==> config.mk <==
export PLATFORM = sky130hd
export DESIGN_NAME = gate_unit_arbiter_flat
export DESIGN_NICKNAME = d
export VERILOG_FILES = /design/src/rtl/gate_unit_pkg.sv /design/src/rtl/gate_unit_arbiter_if.sv /design/src/rtl/gate_op_unit.sv /design/src/rtl/gate_unit_primitives.sv /design/src/rtl/gate_unit_arbiter.sv /design/src/flat_wrapper.sv
export SDC_FILE = /design/constraint.sdc
export NUM_CORES = 1
export LEC_CHECK = 0
export CELL_PAD_IN_SITES_DETAIL_PLACEMENT = 1
export CELL_PAD_IN_SITES_GLOBAL_PLACEMENT = 2
export CORE_ASPECT_RATIO = 0.5
export CORE_MARGIN = 2
export CORE_UTILIZATION = 19
export DETAILED_ROUTE_END_ITERATION = 6
export GPL_TIMING_DRIVEN = 0
export HOLD_SLACK_MARGIN = 0.06
export MAX_ROUTING_LAYER = met4
export PLACE_DENSITY_LB_ADDON = 0.2
export SLEW_MARGIN = 40
export SYNTH_ARGS = -nofsm -noshare
export SYNTH_HDL_FRONTEND = slang
export SYNTH_SLANG_ARGS = --single-unit
export TNS_END_PERCENT = 50
==> constraint.sdc <==
create_clock -name clk -period 3.4 [get_ports clk]
set_input_delay 0.68 -clock clk [delete_from_list [all_inputs] [get_ports clk]]
set_output_delay 0.68 -clock clk [all_outputs]
set_load 0.03 [all_outputs]
==> src/rtl/gate_unit_pkg.sv <==
// Shared encodings for the gate-unit arbiter: operation codes and slot FSM states.
package gate_unit_pkg;

  typedef enum logic [1:0] {
    OP_AND  = 2'b00,
    OP_NOT  = 2'b01,
    OP_NAND = 2'b10,
    OP_OR   = 2'b11
  } op_t;

  typedef enum logic {
    ST_EMPTY = 1'b0,
    ST_FULL  = 1'b1
  } state_t;

endpackage

==> src/rtl/gate_unit_arbiter_if.sv <==
// Requester and response bundle of the gate-unit arbiter; slave is the arbiter side.
interface gate_unit_arbiter_if #(
  parameter int N_REQ = 4,
  parameter int WIDTH = 8
);
  localparam int ID_W = $clog2(N_REQ);

  logic [N_REQ-1:0]       req_valid;
  logic [N_REQ-1:0]       req_ready;
  logic [2*N_REQ-1:0]     req_op;
  logic [N_REQ*WIDTH-1:0] req_a;
  logic [N_REQ*WIDTH-1:0] req_b;
  logic                   rsp_valid;
  logic                   rsp_ready;
  logic [WIDTH-1:0]       rsp_data;
  logic [ID_W-1:0]        rsp_id;

  modport slave (
    input  req_valid, req_op, req_a, req_b, rsp_ready,
    output req_ready, rsp_valid, rsp_data, rsp_id
  );

  modport master (
    output req_valid, req_op, req_a, req_b, rsp_ready,
    input  req_ready, rsp_valid, rsp_data, rsp_id
  );
endinterface

==> src/rtl/gate_op_unit.sv <==
// Combinational WIDTH-bit gate unit built per bit from not/and primitives.
module gate_op_unit
  import gate_unit_pkg::*;
#(
  parameter int WIDTH = 8
) (
  input  logic [1:0]       op,
  input  logic [WIDTH-1:0] a,
  input  logic [WIDTH-1:0] b,
  output logic [WIDTH-1:0] y
);
  logic [WIDTH-1:0] w_not_a;
  logic [WIDTH-1:0] w_not_b;
  logic [WIDTH-1:0] w_and;
  logic [WIDTH-1:0] w_nand;
  logic [WIDTH-1:0] w_nor;
  logic [WIDTH-1:0] w_or;

  // OR is formed as NOT(NOT a AND NOT b) so only not/and cells are used.
  for (genvar i = 0; i < WIDTH; i++) begin : g_bit
    not_gate u_not_a (.i_a(a[i]),       .o_y(w_not_a[i]));
    not_gate u_not_b (.i_a(b[i]),       .o_y(w_not_b[i]));
    and_gate u_and   (.i_a(a[i]),       .i_b(b[i]),       .o_y(w_and[i]));
    not_gate u_nand  (.i_a(w_and[i]),   .o_y(w_nand[i]));
    and_gate u_nor   (.i_a(w_not_a[i]), .i_b(w_not_b[i]), .o_y(w_nor[i]));
    not_gate u_or    (.i_a(w_nor[i]),   .o_y(w_or[i]));
  end

  always_comb begin
    y = w_and;
    case (op_t'(op))
      OP_AND:  y = w_and;
      OP_NOT:  y = w_not_a;
      OP_NAND: y = w_nand;
      OP_OR:   y = w_or;
      default: y = w_and;
    endcase
  end
endmodule

==> src/rtl/gate_unit_primitives.sv <==
// Single-bit gate primitives the shared gate unit is assembled from.
module not_gate (
  input  logic i_a,
  output logic o_y
);
  assign o_y = ~i_a;
endmodule

module and_gate (
  input  logic i_a,
  input  logic i_b,
  output logic o_y
);
  assign o_y = i_a & i_b;
endmodule

==> src/rtl/gate_unit_arbiter.sv <==
// Round-robin arbiter sharing one gate unit among N_REQ requesters, with a
// single-entry tagged result slot drained through a valid/ready port.
module gate_unit_arbiter
  import gate_unit_pkg::*;
#(
  parameter int N_REQ = 4,
  parameter int WIDTH = 8
) (
  input logic                clk,
  input logic                rst_n,
  gate_unit_arbiter_if.slave bus
);
  localparam int ID_W = $clog2(N_REQ);

  state_t           r_state;
  state_t           w_state_nxt;
  logic [ID_W-1:0]  r_ptr;
  logic [ID_W-1:0]  r_rsp_id;
  logic [WIDTH-1:0] r_rsp_data;

  logic             w_slot_avail;
  logic             w_grant_any;
  logic [N_REQ-1:0] w_grant_vec;
  logic [ID_W-1:0]  w_grant_id;
  logic [ID_W-1:0]  w_ptr_nxt;
  logic [1:0]       w_op_g;
  logic [WIDTH-1:0] w_a_g;
  logic [WIDTH-1:0] w_b_g;
  logic [WIDTH-1:0] w_gate_y;

  assign w_slot_avail = (r_state == ST_EMPTY) | ((r_state == ST_FULL) & bus.rsp_ready);

  // Two ordered passes give the circular search ptr..N_REQ-1 then 0..ptr-1.
  always_comb begin
    w_grant_any = 1'b0;
    w_grant_vec = '0;
    w_grant_id  = '0;
    if (w_slot_avail) begin
      for (int i = 0; i < N_REQ; i++) begin
        if (!w_grant_any && (i >= int'(r_ptr)) && bus.req_valid[i]) begin
          w_grant_any    = 1'b1;
          w_grant_vec[i] = 1'b1;
          w_grant_id     = ID_W'(i);
        end
      end
      for (int i = 0; i < N_REQ; i++) begin
        if (!w_grant_any && (i < int'(r_ptr)) && bus.req_valid[i]) begin
          w_grant_any    = 1'b1;
          w_grant_vec[i] = 1'b1;
          w_grant_id     = ID_W'(i);
        end
      end
    end
  end

  // Reset drops slot state to EMPTY, so grants must be masked explicitly.
  assign bus.req_ready = rst_n ? w_grant_vec : '0;

  always_comb begin
    w_op_g = '0;
    w_a_g  = '0;
    w_b_g  = '0;
    for (int i = 0; i < N_REQ; i++) begin
      if (w_grant_id == ID_W'(i)) begin
        w_op_g = bus.req_op[2*i +: 2];
        w_a_g  = bus.req_a[i*WIDTH +: WIDTH];
        w_b_g  = bus.req_b[i*WIDTH +: WIDTH];
      end
    end
  end

  assign w_ptr_nxt = (w_grant_id == ID_W'(N_REQ - 1)) ? '0 : w_grant_id + 1'b1;

  gate_op_unit #(.WIDTH(WIDTH)) u_gate (
    .op (w_op_g),
    .a  (w_a_g),
    .b  (w_b_g),
    .y  (w_gate_y)
  );

  always_ff @(posedge clk or negedge rst_n) begin
    if (!rst_n) r_state <= ST_EMPTY;
    else        r_state <= w_state_nxt;
  end

  always_comb begin
    w_state_nxt = r_state;
    case (r_state)
      ST_EMPTY: if (w_grant_any) w_state_nxt = ST_FULL;
      ST_FULL: begin
        if (w_grant_any)        w_state_nxt = ST_FULL;
        else if (bus.rsp_ready) w_state_nxt = ST_EMPTY;
      end
      default: w_state_nxt = ST_EMPTY;
    endcase
  end

  always_comb begin
    bus.rsp_valid = (r_state == ST_FULL);
    bus.rsp_data  = r_rsp_data;
    bus.rsp_id    = r_rsp_id;
  end

  // A draining slot keeps its last data/id; only an accept overwrites them.
  always_ff @(posedge clk or negedge rst_n) begin
    if (!rst_n) begin
      r_rsp_data <= '0;
      r_rsp_id   <= '0;
      r_ptr      <= '0;
    end else if (w_grant_any) begin
      r_rsp_data <= w_gate_y;
      r_rsp_id   <= w_grant_id;
      r_ptr      <= w_ptr_nxt;
    end
  end
endmodule
==> src/flat_wrapper.sv <==
// flat-port wrapper written by rule: the top's interface ports become plain ports
module gate_unit_arbiter_flat import gate_unit_pkg::*;
#(
  parameter int N_REQ = 4,
  parameter int WIDTH = 8
)
  (clk, rst_n, bus_req_valid, bus_req_op, bus_req_a, bus_req_b, bus_rsp_ready, bus_req_ready, bus_rsp_valid, bus_rsp_data, bus_rsp_id);
  gate_unit_arbiter_if #(.N_REQ(N_REQ), .WIDTH(WIDTH)) bus_i ();
  input logic clk;
  input logic rst_n;
  input wire logic [$bits(bus_i.req_valid)-1:0] bus_req_valid;
  input wire logic [$bits(bus_i.req_op)-1:0] bus_req_op;
  input wire logic [$bits(bus_i.req_a)-1:0] bus_req_a;
  input wire logic [$bits(bus_i.req_b)-1:0] bus_req_b;
  input wire logic [$bits(bus_i.rsp_ready)-1:0] bus_rsp_ready;
  output wire logic [$bits(bus_i.req_ready)-1:0] bus_req_ready;
  output wire logic [$bits(bus_i.rsp_valid)-1:0] bus_rsp_valid;
  output wire logic [$bits(bus_i.rsp_data)-1:0] bus_rsp_data;
  output wire logic [$bits(bus_i.rsp_id)-1:0] bus_rsp_id;
  assign bus_i.req_valid = bus_req_valid;
  assign bus_i.req_op = bus_req_op;
  assign bus_i.req_a = bus_req_a;
  assign bus_i.req_b = bus_req_b;
  assign bus_i.rsp_ready = bus_rsp_ready;
  assign bus_req_ready = bus_i.req_ready;
  assign bus_rsp_valid = bus_i.rsp_valid;
  assign bus_rsp_data = bus_i.rsp_data;
  assign bus_rsp_id = bus_i.rsp_id;
  gate_unit_arbiter #(.N_REQ(N_REQ), .WIDTH(WIDTH)) u_core (.clk(clk), .rst_n(rst_n), .bus(bus_i));
endmodule
==> results of run 1 <==
[final cells by class]
class                      count  share of cell area
tap                          112              0.0507
inverter                       5             0.00679
buffer                        14              0.0349
timing repair buffer          93               0.332
multi-input combinational    176               0.429
clock buffer                   4              0.0285
sequential                    13               0.118
[power by group through the flow]
stage / Combinational [mW] / Sequential [mW] / Clock (mW)
after floorplan: 0.463 / 0.354 / 0
after global placement: 0.916 / 0.255 / 0
after detailed placement: 0.933 / 0.259 / 0
after CTS: 0.951 / 0.257 / 0.230
after global routing: 1.06 / 0.270 / 0.242
final: 0.969 / 0.263 / 0.221
[critical path: cells and delay by family]
kind / cells / cell delay [ps]
buffers and inverters: 5 / 920
AO/OA/AOI/OAI: 3 / 400
AND/OR/NAND/NOR: 6 / 1130
adder cells (fa/ha/maj): 1 / 190
[worst max path at each step]
stage	startpoint	depth (start not counted)	to	slack (ps)
4_1_cts	bus_rsp_ready	14	u_core.bus.rsp_data[2]$_DFFE_PN0P_	7
3_5_place_dp	bus_req_valid[0]	14	u_core.bus.rsp_data[2]$_DFFE_PN0P_	-820
2_1_floorplan	bus_req_valid[0]	14	u_core.bus.rsp_data[0]$_DFFE_PN0P_	510
6_report	bus_rsp_ready	15	u_core.bus.rsp_data[2]$_DFFE_PN0P_	160
5_1_grt	bus_rsp_ready	14	u_core.bus.rsp_data[3]$_DFFE_PN0P_	4
3_3_place_gp	bus_req_valid[0]	14	u_core.bus.rsp_data[2]$_DFFE_PN0P_	-780
[metal layers]
layer  share of wire  vias up  global-route usage
met2            0.43       53               0.265
met4           0.013        0              0.0408
li1                -      983                   -
met3           0.032        7              0.0150
met1            0.52      946               0.213
met5               0        -                   -
[cell usage in the layout, fill, tap and decap left out, drive strengths merged, types with 4 or more instances in the layout]
cell type,n
clkdlybuf4s50,88
nand2,46
a21oi,36
dfrtp,13
o22ai,11
clkbuf,11
buf,10
o211ai,9
nand3b,8
or3,8
o221a,7
mux2i,7
o31ai,7
inv,5
nor2,5
o21ai,4
ha,4
[cell families (layout without fill, tap and decap cells)]
kind of cell | after synthesis | after routing | share of synthesized area
flip-flops | 13 | 13 | 0.211
buffers and inverters | 20 | 116 | 0.0715
AO/OA/AOI/OAI | 86 | 86 | 0.392
adder cells (fa/ha/maj) | 4 | 4 | 0.0325
AND/OR/NAND/NOR | 79 | 79 | 0.248
multiplexers | 7 | 7 | 0.0455
[state kept, by name, summed over array words and instances, names as in the netlist]
signal and count:
u_core.bus.rsp_data 8, u_core.bus.rsp_id 2, u_core.bus.rsp_valid 1, u_core.r_ptr 2
[metrics by stage]
step	cell area (sq um)	instances	util	total power [mW]	setup WS [ps]
after CTS	2720	418	0.342	1.44	6.62
after floorplan	1540	209	-	0.817	510
after global routing	2760	417	0.348	1.57	3.67
final	2760	417	0.348	1.45	157
after detailed placement	2610	414	0.329	1.19	-824
after global placement	2610	414	0.329	1.17	-779
[repair_timing]
item | 4_1_cts | 5_1_grt
endpoints found under the setup margin | 8 | 10
gates resized for setup | 14 | 26
hold buffers | 0 | 0
pin swaps | 0 | 1
==> metrics, run 1 <==
H-Tree Depth=1; pin count of the biggest net entering global routing=17; Fin. Hold Viols=0; Synth top area share=0.211; first-iteration detailed-routing DRC count=51; Yosys warning total=0; Layout area overhead=79.4%; R2R setup slack=300 ps; drt first pass iters=4; Mapped Area=1540 sq um; min cycle time layout=between 3000 and 4000 ps; total global-route track usage=0.160; final WL=6930 um; Critical Path Source Type=input pin; Peak VDD IR=about 0.14 mV; fmax=approximately 310 MHz; total CTS buffers=3; Worst Path Arrival=3350 ps; fraction of registers with async set/reset=1.00; sequential share of the synthesized area=0.211; Clk pin slew, worst setup/hold paths=around 40 ps; fin nets=between 300 and 400; Setup Buffers After CTS=0; CP endpoint kind=flip-flop; row cnt=23; clk_skew=~0.9 ps; Gate Count Post-Synth=between 200 and 250; combinational fraction of design power=0.667; worst endpoint required time=3510 ps; switch share=0.449; Fill cells=~960; min-delay worst type=in -> async; Clk pwr share=0.152; Pins Over Slew Limit=0; share of cells above drive strength 1=0.154; CTS root buffer=clkbuf_16; Skew-Pair Late Insertion Delay=around 240 ps; crit-path max cell delay=450 ps; max-cap violations=0; syn_nets=a little under 300; Reg area=approximately 330 sq um; CP max FO=10; sequential share of power=0.181; Post-synth top flop=dfrtp_1; Core Region=between 7000 and 8000 sq um; CTS tree=yes; Synth top cells by count=nand2_1 (45), a21oi_1 (36), dfrtp_1 (13); Initial Util=0.194; RR Endpoint=u_core.bus.rsp_data[2]$_DFFE_PN0P_; final setup vio count=0; status=finished, final reports clean; R2R depth=14; Buffers on Ports=93; area of the multi-input gates=1180 sq um; Rel. slew slack=0.537; Final period util=0.954; Chip Height=between 60 and 70 um; flop and latch count out of synthesis=13; critical-path cell list=clkdlybuf4s50_1, inv_1, nand2_2, nand2_1, nor2_4, inv_1, ha_1, buf_4, nor2b_2, a221oi_4, or2_1, buf_6, or3_1, a21oi_2, o31ai_1; clk sinks=13; accumulated negative setup slack=0 ps; ANT nets after route=0; power per cell area=526 nW/um^2; Avg Cell Area, Syn=between 7 and 8 sq um; Fin Hold WS=around 470 ps; routed via count=about 2,000; Yosys top cell by area=dfrtp_1; die area=just under 9000 sq um; EDFF count, synth=0; RSZ-0062 raised after global routing=no; Via-to-Cell Ratio=around 4.8; vias in the first global route=between 2,000 and 2,500; Worst-Margin Slew=about 700 ps; kind of critical path=in -> reg; DPL Wire Length=around 5600 um; Final GP Congestion=about 0.8; worst-case clock buffer depth=2; Area contributors post-synth=dfrtp_1 (21%), a21oi_1 (12%), nand2_1 (11%), o221a_2 (5.1%), mux2i_1 (4.5%); cell with the most instances after synthesis=nand2_1; CP max-delay cell=clkdlybuf4s50_1; drt drc=0; internal power=801 uW; DIE WIDTH=about 130 um; Most common cell on crit path=inv_1; reg2reg start=u_core.r_ptr[1]$_DFFE_PN0P_; number of distinct library cells after synthesis=40; P_sw=around 650 uW; Pleak=around 1.0 nW; antenna cell count=0; IO Pins=94; initial antenna violation count=0; Wirelength per Cell=around 17 um; first-pass GRT wire length=~11,000 um; grt ovf=0
Power figures use the tool's default switching activity.
==> run 2: changes to the inputs <==
Clock period 3.4 ns to 3.38 ns, I/O delays scaled along.
==> metrics, run 2 (synthesis gave the netlist of run 1 again) <==
status=finished, final reports clean; clk sinks=13; total global-route track usage=0.160; vias in the first global route=2,090; total CTS buffers=3; IO Pins=94; worst-case clock buffer depth=2; clk_skew=approximately 0.97 ps; CP endpoint kind=flip-flop; Largest register FFs=8; Cells after DPL=between 400 and 500; Clk pin slew, worst setup/hold paths=approximately 40 ps; Worst Setup EP=u_core.bus.rsp_data[2]$_DFFE_PN0P_; # hold bufs at CTS=0; share of cells above drive strength 1=0.154; Worst Path Arrival=3340 ps; Rel. slew slack=0.536; fin nets=about 400; Post-Layout Cell Count=~420; accumulated negative setup slack=0 ps; Layout area overhead=80.7%; final setup vio count=0; Wirelength per Cell=roughly 17 um; Critical Path Source Type=input pin; first-iteration detailed-routing DRC count=56; Fin. Hold Viols=0; DPL Wire Length=roughly 5600 um; drt drc=0; Initial Util=0.194; final WL=6910 um; pin count of the biggest net entering global routing=17; Peak VDD IR=0.142 mV; RR Endpoint=u_core.bus.rsp_data[2]$_DFFE_PN0P_; Pwr Total=~1.5 mW; Pleak=between 1 and 1.5 nW; row cnt=23; initial antenna violation count=0; drt first pass iters=4; Final GP Congestion=0.783; Final period util=0.956; CTS root buffer=clkbuf_16; grt ovf=0; power per cell area=around 530 nW/um^2; Worst-Margin Slew=roughly 700 ps; kind of critical path=in -> reg; Buffers on Ports=a little over 90; RSZ-0062 raised after global routing=no; fin area=between 2000 and 3000 sq um; Fin Hold WS=approximately 470 ps; Core Region=between 7000 and 8000 sq um; placed instance area=2610 sq um; max-cap violations=0; Pins Over Slew Limit=0; first-pass GRT wire length=roughly 11,000 um; worst endpoint required time=3490 ps; die area=slightly below 9000 sq um; ANT nets after route=0; min-delay worst type=in -> async; R2R setup slack=290 ps; most frequent cells in the layout=clkdlybuf4s50_1 (88), nand2_1 (43), a21oi_1 (32); Via-to-Cell Ratio=approximately 4.7; fmax=between 300 and 400 MHz; Chip Height=approximately 68 um; H-Tree Depth=1; min cycle time layout=3230 ps; Skew-Pair Late Insertion Delay=about 240 ps; routed via count=1,976; reg2reg start=u_core.r_ptr[1]$_DFFE_PN0P_; CTS tree=yes; Critical Path Start=bus_rsp_ready; DIE WIDTH=about 130 um; most common cell after layout, fill and taps aside=clkdlybuf4s50_1; R2R depth=14; antenna cell count=0; CP max FO=10
-- run 2: cell types whose count changed in the layout (fill, tap and decap cells not counted) --
cell / delta
clkbuf_2: -1
clkdlybuf4s15_1: +1
o211ai_4: +1
o211ai_2: -1
buf_4: +1
-- run 2: timing repair --
| action | in CTS | in global routing |
|---|---|---|
| gates resized for setup | 15 | 25 |
| hold endpoints to repair | 0 | 0 |
| buffers inserted | 0 | 1 |
| endpoints found under the setup margin | 8 | 11 |
| pin swaps | 0 | 1 |
-- run 2: how the worst min path moves through the flow --
| stage | depth (start not counted) | start | endpoint |
|---|---|---|---|
| after floorplan | 0 | rst_n | u_core.bus.rsp_data[0]$_DFFE_PN0P_ |
| after global placement | 2 | u_core.bus.rsp_data[5]$_DFFE_PN0P_ | u_core.bus.rsp_data[5]$_DFFE_PN0P_ |
| final | 1 | rst_n | u_core.bus.rsp_id[1]$_DFFE_PN0P_ |
| after CTS | 2 | u_core.bus.rsp_data[3]$_DFFE_PN0P_ | u_core.bus.rsp_data[3]$_DFFE_PN0P_ |
| after global routing | 1 | rst_n | u_core.bus.rsp_data[2]$_DFFE_PN0P_ |
| after detailed placement | 2 | u_core.bus.rsp_data[3]$_DFFE_PN0P_ | u_core.bus.rsp_data[3]$_DFFE_PN0P_ |
-- run 2: layout make-up --
| cell class | instances | area (sq um) |
|---|---|---|
| Buffer | 14 | 96.3 |
| Clock buffer | 4 | 78.8 |
| Fill cell | 963 | 5160 |
| Inverter | 5 | 18.8 |
| Multi-Input combinational cell | 176 | 1190 |
| Sequential cell | 13 | 325 |
| Tap cell | 112 | 140 |
| Timing Repair Buffer | 94 | 931 |
-- run 2: power by group --
| part | total, mW | internal (mW) | switching [mW] |
|---|---|---|---|
| Combinational | 0.981 | 0.438 | 0.543 |
| Sequential | 0.265 | 0.216 | 0.0494 |
| Clock | 0.222 | 0.159 | 0.0635 |
| Total | 1.47 | 0.813 | 0.656 |
-- run 2: metrics by stage --
step,util,setup WS (ps)
after floorplan,-,494
after global placement,0.329,-795
after detailed placement,0.329,-840
after CTS,0.342,29.7
after global routing,0.351,6.25
final,0.351,150
-- run 2: worst max-delay path: stages --
cell and delay [ps]:
clkdlybuf4s50_1 450, inv_1 70, nand2_2 120, nand2_1 100
nor2_4 130, inv_1 90, ha_1 190, buf_4 180
nor2b_2 170, a221oi_4 100, or2_1 250, buf_6 140
or3_1 360, a21oi_2 190, o31ai_1 100
-- run 2: per-layer routing --
| metal | wire [um] | track usage |
|---|---|---|
| met4 | 93 | 0.0408 |
| met1 | 3590 | 0.213 |
| met3 | 220 | 0.0150 |
| met5 | 0 | - |
| met2 | 3010 | 0.265 |
==> run 3: changes to the inputs <==
Settings changed: CAP_MARGIN set to 10.
==> results of run 3 <==
Final layout, timing and power as in run 2 (identical DEF).
